$ cat config.mk
export PLATFORM = sky130hd
export DESIGN_NAME = ser_tx
export DESIGN_NICKNAME = d
export VERILOG_FILES = /design/src/rtl/ser_tx.sv
export SDC_FILE = /design/constraint.sdc
export NUM_CORES = 1
export LEC_CHECK = 0
export CORE_UTILIZATION = 43
export CTS_CLUSTER_DIAMETER = 60
export DETAILED_ROUTE_END_ITERATION = 6
export PLACE_DENSITY = 0.73
export SETUP_SLACK_MARGIN = 0.15
export SLEW_MARGIN = 10
export SYNTH_ARGS = -nofsm -noshare
export SYNTH_HDL_FRONTEND = slang
export SYNTH_SLANG_ARGS = --single-unit
$ cat constraint.sdc
create_clock -name c -period 1.25 [get_ports c]
set_input_delay 0.25 -clock c [delete_from_list [all_inputs] [get_ports c]]
set_output_delay 0.25 -clock c [all_outputs]
set_load 0.02 [all_outputs]
$ cat src/rtl/ser_tx.sv
// ser_tx: parallel-to-serial frame transmitter.
// Frame on sout: start bit (0), W data bits LSB first, optional parity bit,
// stop bit (1). Every bit is held for CPB clocks; the line idles high.
//
// Parameters:
//   W    data word width (>=1)
//   CPB  clocks per bit (>=1)
//   PAR  parity mode: 0 none, 1 even, 2 odd; any other value means none
//
// Ports:
//   c      clock, all state changes on its rising edge
//   r      synchronous active-high reset, overrides every other input
//   din    word to transmit, sampled only on the accepting edge
//   load   transmit request; a transfer happens on an edge with ready & load
//   ready  high only while idle
//   sout   registered serial line
//   busy   high from the edge after accept until the return to idle
//   done   one-cycle pulse in the first idle cycle after a stop bit
module ser_tx #(
  parameter int W   = 8,
  parameter int CPB = 1,
  parameter int PAR = 0
) (
  input  logic         c,
  input  logic         r,
  input  logic [W-1:0] din,
  input  logic         load,
  output logic         ready,
  output logic         sout,
  output logic         busy,
  output logic         done
);

  localparam int CW = (CPB > 1) ? $clog2(CPB) : 1;
  localparam int BW = (W > 1) ? $clog2(W) : 1;
  localparam logic [CW-1:0] PER_LAST = CW'(CPB - 1);
  localparam logic [BW-1:0] BIT_LAST = BW'(W - 1);
  localparam bit PAR_EN  = (PAR == 1) || (PAR == 2);
  localparam bit PAR_ODD = (PAR == 2);

  typedef enum logic [2:0] {
    S_IDLE,
    S_START,
    S_DATA,
    S_PARITY,
    S_STOP
  } state_t;

  state_t         state_q, state_d;
  logic [W-1:0]   shreg_q, shreg_d;
  logic [BW-1:0]  bit_q,   bit_d;
  logic [CW-1:0]  per_q,   per_d;
  logic           par_q,   par_d;
  logic           sout_q,  sout_d;
  logic           done_q,  done_d;

  logic           per_end;
  logic [W-1:0]   shreg_shift;

  assign per_end     = (per_q == PER_LAST);
  assign shreg_shift = shreg_q >> 1;

  always_ff @(posedge c) begin
    if (r) begin
      state_q <= S_IDLE;
      shreg_q <= '0;
      bit_q   <= '0;
      per_q   <= '0;
      par_q   <= 1'b0;
      sout_q  <= 1'b1;
      done_q  <= 1'b0;
    end else begin
      state_q <= state_d;
      shreg_q <= shreg_d;
      bit_q   <= bit_d;
      per_q   <= per_d;
      par_q   <= par_d;
      sout_q  <= sout_d;
      done_q  <= done_d;
    end
  end

  // sout_d always holds the level of the bit the next state will present,
  // so sout stays a plain register with no path from load/din.
  always_comb begin
    state_d = state_q;
    shreg_d = shreg_q;
    bit_d   = bit_q;
    per_d   = per_q;
    par_d   = par_q;
    sout_d  = sout_q;
    done_d  = 1'b0;

    case (state_q)
      S_IDLE: begin
        sout_d = 1'b1;
        if (load) begin
          shreg_d = din;
          par_d   = PAR_ODD ? ~^din : ^din;
          bit_d   = '0;
          per_d   = '0;
          sout_d  = 1'b0;
          state_d = S_START;
        end
      end

      S_START: begin
        if (per_end) begin
          per_d   = '0;
          sout_d  = shreg_q[0];
          state_d = S_DATA;
        end else begin
          per_d = per_q + CW'(1);
        end
      end

      S_DATA: begin
        if (per_end) begin
          per_d   = '0;
          shreg_d = shreg_shift;
          bit_d   = bit_q + BW'(1);
          if (bit_q == BIT_LAST) begin
            if (PAR_EN) begin
              sout_d  = par_q;
              state_d = S_PARITY;
            end else begin
              sout_d  = 1'b1;
              state_d = S_STOP;
            end
          end else begin
            sout_d = shreg_shift[0];
          end
        end else begin
          per_d = per_q + CW'(1);
        end
      end

      S_PARITY: begin
        if (per_end) begin
          per_d   = '0;
          sout_d  = 1'b1;
          state_d = S_STOP;
        end else begin
          per_d = per_q + CW'(1);
        end
      end

      S_STOP: begin
        if (per_end) begin
          per_d   = '0;
          sout_d  = 1'b1;
          done_d  = 1'b1;
          state_d = S_IDLE;
        end else begin
          per_d = per_q + CW'(1);
        end
      end

      default: begin
        sout_d  = 1'b1;
        state_d = S_IDLE;
      end
    endcase
  end

  assign ready = (state_q == S_IDLE);
  assign busy  = (state_q != S_IDLE);
  assign sout  = sout_q;
  assign done  = done_q;

endmodule

==> flow_metrics.py, run 1 <==
metrics = {
    "clock_network": {
        "cts_buffers": 3,
        "clock_sinks": 16,
        "cts-root-buf": "clkbuf_4",
        "hold_buffers": 0,
        "clk_transition_reported_paths_ns": 0.09,
        "cts_buffer_depth": 2,
        "htreeDepth": 1,
        "worstSkewPairLatency_ns": 0.29,
        "cts_tree": "built",
    },
    "place": {
        "dpl_cell_area_um2": 955.9,
        "dpl.hpwl_um": 1102,
        "gp_congestion": 0.6918,
        "place_ws_ns": -0.3492,
        "io_buffer_count": 14,
    },
    "worst_setup_path": {
        "endpoint_kind": "primary output",
        "max_stage_delay_ns": 0.41,
        "cp-start-kind": "register",
        "ff2ff_path_depth": 8,
        "rr_endpoint": "shreg_q[7]",
        "cp_max_fo": 2,
        "rrSetupSlack_ns": -0.13,
        "path_class": "reg -> out",
        "cp_cell_sequence": "or3_4, clkinv_4, buf_6",
        "path_buf_inv": 2,
        "required_ns": 1.00,
        "crit_slowest_cell": "or3_4",
        "reg2reg_from": "state_q[2]",
        "arrival_ns": 1.20,
        "cpLargestDelayFamily": "simple AND/OR/NAND/NOR gates",
    },
    "floorplanning": {
        "std_cell_rows": 14,
        "initial_core_util_pct": 47.48,
        "die_x_um": 43.26,
        "die_area_mm2": 0.001871,
        "ios": 15,
        "coreArea_mm2": 0.001541,
        "die_y_um": 43.26,
    },
    "power": {
        "power_density_mw_per_mm2": 1017,
        "power.total_mw": 1.248,
        "leakage_nw": 0.4404,
        "ir_drop_v": 0.0006505,
    },
    "cells_and_area": {
        "final_common_cell": "buf_4",
        "final_core_util_pct": 79.63,
        "area_delta_synth_final_pct": 67.69,
        "insertedDiodeCount": 0,
        "drive_gt1_share_pct": 63.81,
        "final_cell_mix": "buf_4, dfxtp_1, clkdlybuf4s50_1",
        "fill_cells": 92,
        "design_area_mm2": 0.001227,
        "nets": 120,
    },
    "detailed_routing": {
        "ant_nets": 0,
        "first_pass_iters": 4,
        "drt-total-wl_um": 2012,
        "drt_iter0_drc": 10,
        "vias": 697,
        "wl_per_cell_um": 16.63,
        "post_drt_via_cell_ratio": 5.760,
        "drc": 0,
    },
    "sta": {
        "finalHoldViolations": 0,
        "slew_violations": 0,
        "hold-worst-slack_ns": 0.4814,
        "skew_ns": 0.001602,
        "finalSetupViolCount": 4,
        "fmax_mhz": 691.4,
        "tightestPinTransition_ns": 0.3198,
        "relSlewSlack_pct": 78.61,
        "min_period_ns": 1.446,
        "rsz0062_at_grt": "yes",
        "layout_setup_ws_ns": -0.1964,
        "min_period_over_period_pct": 115.7,
    },
    "global_routing": {
        "grt_pass1_wl_um": 3194,
        "grt_pass1_vias": 688,
        "antenna_found_initial": 0,
        "grt_max_degree": 11,
        "track_usage_pct": 23.45,
        "grt_overflow": 0,
    },
    "logic_synthesis": {
        "ys_warn_count": 0,
        "syn_nets": 86,
        "netlist_area_um2": 732.0,
        "postSynthCellCount": 73,
        "ys_seq_elements": 16,
        "yosysUniqueCellTypes": 25,
        "synth.yosys.seq_area_share_pct": 43.76,
        "syn_avg_cell_area_um2": 10.03,
    },
    "min_path": {
        "hold_path.class": "reg -> reg",
        "hold_path_depth": 2,
        "hp-start": "bit_q[1]",
        "hold_end": "bit_q[1]",
    },
    "outcome": {
        "violations": "negative setup slack",
        "status": "finished with violations",
    },
    "run": {
        "maxCapViolCount": 0,
    },
}
==> per-layer routing <==
| layer | up-vias | share of wire [%] | track usage (%) |
|---|---|---|---|
| li1 | 337 | - | - |
| met1 | 340 | 43 | 28.80 |
| met2 | 18 | 52 | 35.82 |
| met3 | 2 | 4.7 | 8.936 |
| met4 | 0 | 0.60 | 10.91 |
| met5 | - | 0 | 0 |
==> power breakdown <==
part	internal, mW	leakage (nW)	switching (mW)
clock	0.112	0.0138	0.159
sequential	0.549	0.134	0.0278
combinational	0.218	0.293	0.182
total	0.879	0.440	0.369
==> cell type report <==
class                      instances  area [um2]  share of cell area (%)
timing repair buffer              35       334.1                   27.22
tap                               16       20.02                   1.631
multi-input combinational         50       515.5                   42.00
sequential                        16       326.6                   26.61
clock buffer                       3       22.52                   1.835
inverter                           1       8.758                  0.7136
==> state kept, by name, summed over array words and instances (netlist names) <==
signal	count
state_q	3
done	1
bit_q	3
shreg_q	8
sout	1
==> how the worst max path moves through the flow <==
stage                from  endpoint  cells past startpoint  slack, ns
3_5_place_dp   state_q[2]     ready                      3      -0.35
5_1_grt        state_q[2]     ready                      3      -0.24
3_3_place_gp   state_q[2]     ready                      3      -0.33
4_1_cts        state_q[1]     ready                      3      -0.21
2_1_floorplan  state_q[0]     ready                      3       0.09
6_report       state_q[2]     ready                      3      -0.20
==> cells by family (layout without fill, tap and decap cells) <==
kind of cell	Yosys count	in the layout	synth area share, %
adders and majority gates	2	2	3.418
AOI/OAI and AO/OA	25	25	20.68
muxes	8	8	10.94
buffers and inverters	7	39	5.640
DFF	16	16	43.76
and+or+nand+nor	15	15	15.56
==> cells in the mapped netlist, drive strengths merged <==
master   n  share of area [%]
a211oi   8                8.2
nor3     1               0.68
or2      2                1.7
mux2i    8                 11
a21oi   11                7.5
ha       2                3.4
nand3    3                2.7
clkbuf   3                1.7
dfxtp   16                 44
nor4b    3                4.4
o31ai    1                1.0
nor2     4                3.4
o311ai   1                1.2
or3      1                1.5
o21ai    4                2.7
nand3b   1                1.0
buf      3                3.2
clkinv   1               0.68
==> timing repair <==
| item | 4_1_cts | 5_1_grt |
|---|---|---|
| setup buffers | 8 | 4 |
| gates resized for setup | 47 | 18 |
| pin swaps | 10 | 14 |
| endpoints found under the hold margin | 0 | 0 |
| setup endpoints to repair | 18 | 18 |
==> worst register-to-register path: cells and delay by family (launching register included) <==
family | cells | cell delay, ns
AO/OA/AOI/OAI | 1 | 0.12
buffers and inverters | 5 | 0.40
flip-flops | 1 | 0.33
AND/OR/NAND/NOR | 2 | 0.47
==> stage by stage <==
stage,std cells,setup TNS (ns)
6_report,121,-0.5117
4_1_cts,117,-0.4373
3_5_place_dp,106,-2.331
5_1_grt,121,-0.8045
3_3_place_gp,106,-2.481
2_1_floorplan,73,0
No activity file was read; power rests on OpenSTA's default activity.
==> run 2, diff against run 1 <==
--- a/config.mk
+++ b/config.mk
@@ -5,10 +5,11 @@
 export SDC_FILE = /design/constraint.sdc
 export NUM_CORES = 1
 export LEC_CHECK = 0
-export CORE_UTILIZATION = 43
+export CORE_UTILIZATION = 39
+export CTS_BUF_LIST = sky130_fd_sc_hd__clkbuf_2
 export CTS_CLUSTER_DIAMETER = 60
 export DETAILED_ROUTE_END_ITERATION = 6
-export PLACE_DENSITY = 0.73
+export PLACE_DENSITY = 0.67
 export SETUP_SLACK_MARGIN = 0.15
 export SLEW_MARGIN = 10
 export SYNTH_ARGS = -nofsm -noshare
==> run 2 against run 1 <==
  * The flow still finishes with violations (negative setup slack)
  * Register-to-register slack improved by 0.04 ns
  * Clock power fell by 13%
  * Via count fell by 0.72%
  * Fmax barely moved
  * Design area rose by 7.6%
  * First-iteration DRC count fell by 50%
  * Critical path type unchanged
  * Largest cell class unchanged
==> flow_metrics.py, run 2 (synthesized netlist as in run 1, its figures left out) <==
metrics = {
    "outcome": {
        "status": "finished with violations",
        "violations": "negative setup slack",
    },
    "sta": {
        "skew_ns": 0.02265,
        "fin_tns_setup_ns": -0.9441,
        "layout_setup_ws_ns": -0.1963,
        "tightestPinTransition_ns": 0.2759,
        "rsz0062_at_grt": "yes",
        "fmax_mhz": 691.4,
        "slew_violations": 0,
        "finalSetupViolCount": 12,
        "finalHoldViolations": 0,
        "relSlewSlack_pct": 81.57,
        "min_period_over_period_pct": 115.7,
        "min_period_ns": 1.446,
    },
    "detailed_routing": {
        "ant_nets": 0,
        "drt-total-wl_um": 2078,
        "vias": 692,
        "first_pass_iters": 3,
        "wl_per_cell_um": 15.51,
        "post_drt_via_cell_ratio": 5.164,
        "drc": 0,
        "drt_iter0_drc": 5,
    },
    "power": {
        "switching_share_pct": 31.01,
        "switching_power_mw": 0.3862,
        "power_density_mw_per_mm2": 942.6,
        "ir_drop_v": 0.0009814,
        "power_frac_comb_pct": 34.5,
        "seqPwrFrac_pct": 46.6,
        "leakage_nw": 0.4786,
        "clockPowerShare_pct": 19.0,
        "cell_internal_pwr_mw": 0.8592,
    },
    "run": {
        "maxCapViolCount": 0,
    },
    "cells_and_area": {
        "final_cell_mix": "buf_4, dfxtp_1, a21oi_2, clkdlybuf4s50_1",
        "regMostFlops": "shreg_q",
        "reg_top3": "shreg_q (8), bit_q (3), state_q (3)",
        "final_core_util_pct": 75.70,
        "drive_gt1_share_pct": 66.97,
        "insertedDiodeCount": 0,
        "final_common_cell": "buf_4",
        "largest_register_ffs": 8,
        "final-instance-count-excl-fill": 134,
        "fill_cells": 127,
        "design_area_mm2": 0.001321,
        "area_delta_synth_final_pct": 80.51,
        "nets": 123,
    },
    "worst_setup_path": {
        "endpoint_kind": "primary output",
        "arrival_ns": 1.20,
        "cp_cell_sequence": "or3_4, buf_4",
        "cp-start-kind": "register",
        "required_ns": 1.00,
        "max_stage_delay_ns": 0.40,
        "cpLargestDelayFamily": "simple AND/OR/NAND/NOR gates",
        "path_buf_inv": 1,
        "path_class": "reg -> out",
        "cp_max_fo": 2,
        "crit_slowest_cell": "or3_4",
    },
    "global_routing": {
        "grt_pass1_wl_um": 3146,
        "grt_max_degree": 10,
        "grt_pass1_vias": 708,
        "track_usage_pct": 22.08,
        "antenna_found_initial": 0,
        "grt_overflow": 0,
    },
    "clock_network": {
        "cts-root-buf": "clkbuf_2",
        "cts_tree": "built",
        "cts_buffer_depth": 2,
        "worstSkewPairLatency_ns": 0.30,
        "htreeDepth": 1,
        "hold_buffers": 0,
        "clock_sinks": 16,
        "clk_transition_reported_paths_ns": 0.14,
        "cts_buffers": 3,
    },
    "floorplanning": {
        "die_y_um": 45.32,
        "std_cell_rows": 15,
        "die_x_um": 45.32,
        "coreArea_mm2": 0.001745,
        "initial_core_util_pct": 41.94,
        "die_area_mm2": 0.002054,
        "ios": 15,
    },
    "place": {
        "gp_congestion": 0.7288,
        "dpl.hpwl_um": 1090,
        "dp_cells": 116,
        "dpl_cell_area_um2": 987.2,
        "io_buffer_count": 14,
    },
    "min_path": {
        "hold_path.class": "reg -> reg",
    },
}
-- run 2: changes by cell type in the layout (fill, tap and decap cells not counted), sizes merged --
cell    change
clkinv      +1
buf         +3
-- run 2: power by group through the flow --
stage	registers, mW	logic [mW]	clock network, mW
finish	0.580	0.429	0.236
global route	0.584	0.455	0.261
detailed placement	0.583	0.282	0
global placement	0.581	0.278	0
floorplan	0.582	0.177	0
CTS	0.576	0.354	0.237
-- run 2: layout make-up --
| cell class | instances | area, um2 | area share, % |
|---|---|---|---|
| clock buffers | 3 | 15.01 | 1.136 |
| clock inverters | 1 | 3.754 | 0.2841 |
| inverters | 1 | 8.758 | 0.6629 |
| multi-input cells | 50 | 543.0 | 41.10 |
| flip-flops and latches | 16 | 326.6 | 24.72 |
| well taps | 25 | 31.28 | 2.367 |
| repair buffers | 38 | 392.9 | 29.73 |
-- run 2: layer usage --
metal / vias up / track usage (%) / routed length [um]
li1: 350 / - / -
met1: 328 / 26.42 / 900
met2: 12 / 37.97 / 1101
met3: 2 / 7.200 / 65
met4: 0 / 5.455 / 11
met5: - / 0 / 0
-- run 2: tightest hold or removal path: cells and delay by family, from the launching register on --
family | cells | cell delay [ns]
DFF | 1 | 0.37
AOI/OAI and AO/OA | 2 | 0.12
-- run 2: path summary, 6_finish.rpt --
| path | from | endpoint | slack [ns] | cells past startpoint |
|---|---|---|---|---|
| worst max-delay path | state_q[0] | busy | -0.20 | 2 |
| worst min-delay path | bit_q[0] | bit_q[0] | 0.51 | 2 |
| worst max register to register | state_q[0] | shreg_q[6] | -0.09 | 5 |
| worst min register to register | bit_q[0] | bit_q[0] | 0.51 | 2 |
-- run 2: through the flow --
stage | hold WS (ns) | power, mW | setup slack (ns)
after global placement | 0.4606 | 0.8594 | -0.3222
final | 0.5114 | 1.245 | -0.1963
after floorplan | 0.3853 | 0.7596 | 0.08588
after detailed placement | 0.4749 | 0.8647 | -0.3339
after CTS | 0.5016 | 1.168 | -0.2116
after global routing | 0.5286 | 1.301 | -0.2476
-- run 2: what timing repair did --
action / CTS / global route
cloned: 1 / 0
pin swaps: 17 / 17
endpoints found under the setup margin: 19 / 17
resized for setup: 51 / 18
setup buffers: 8 / 5
==> run 3, diff against run 2 <==
--- a/config.mk
+++ b/config.mk
@@ -5,6 +5,7 @@
 export SDC_FILE = /design/constraint.sdc
 export NUM_CORES = 1
 export LEC_CHECK = 0
+export ABC_CLOCK_PERIOD_IN_PS = 1250
 export CORE_UTILIZATION = 39
 export CTS_BUF_LIST = sky130_fd_sc_hd__clkbuf_2
 export CTS_CLUSTER_DIAMETER = 60
==> results of run 3 <==
The final DEF is identical to that of run 2; final timing and power are the same.
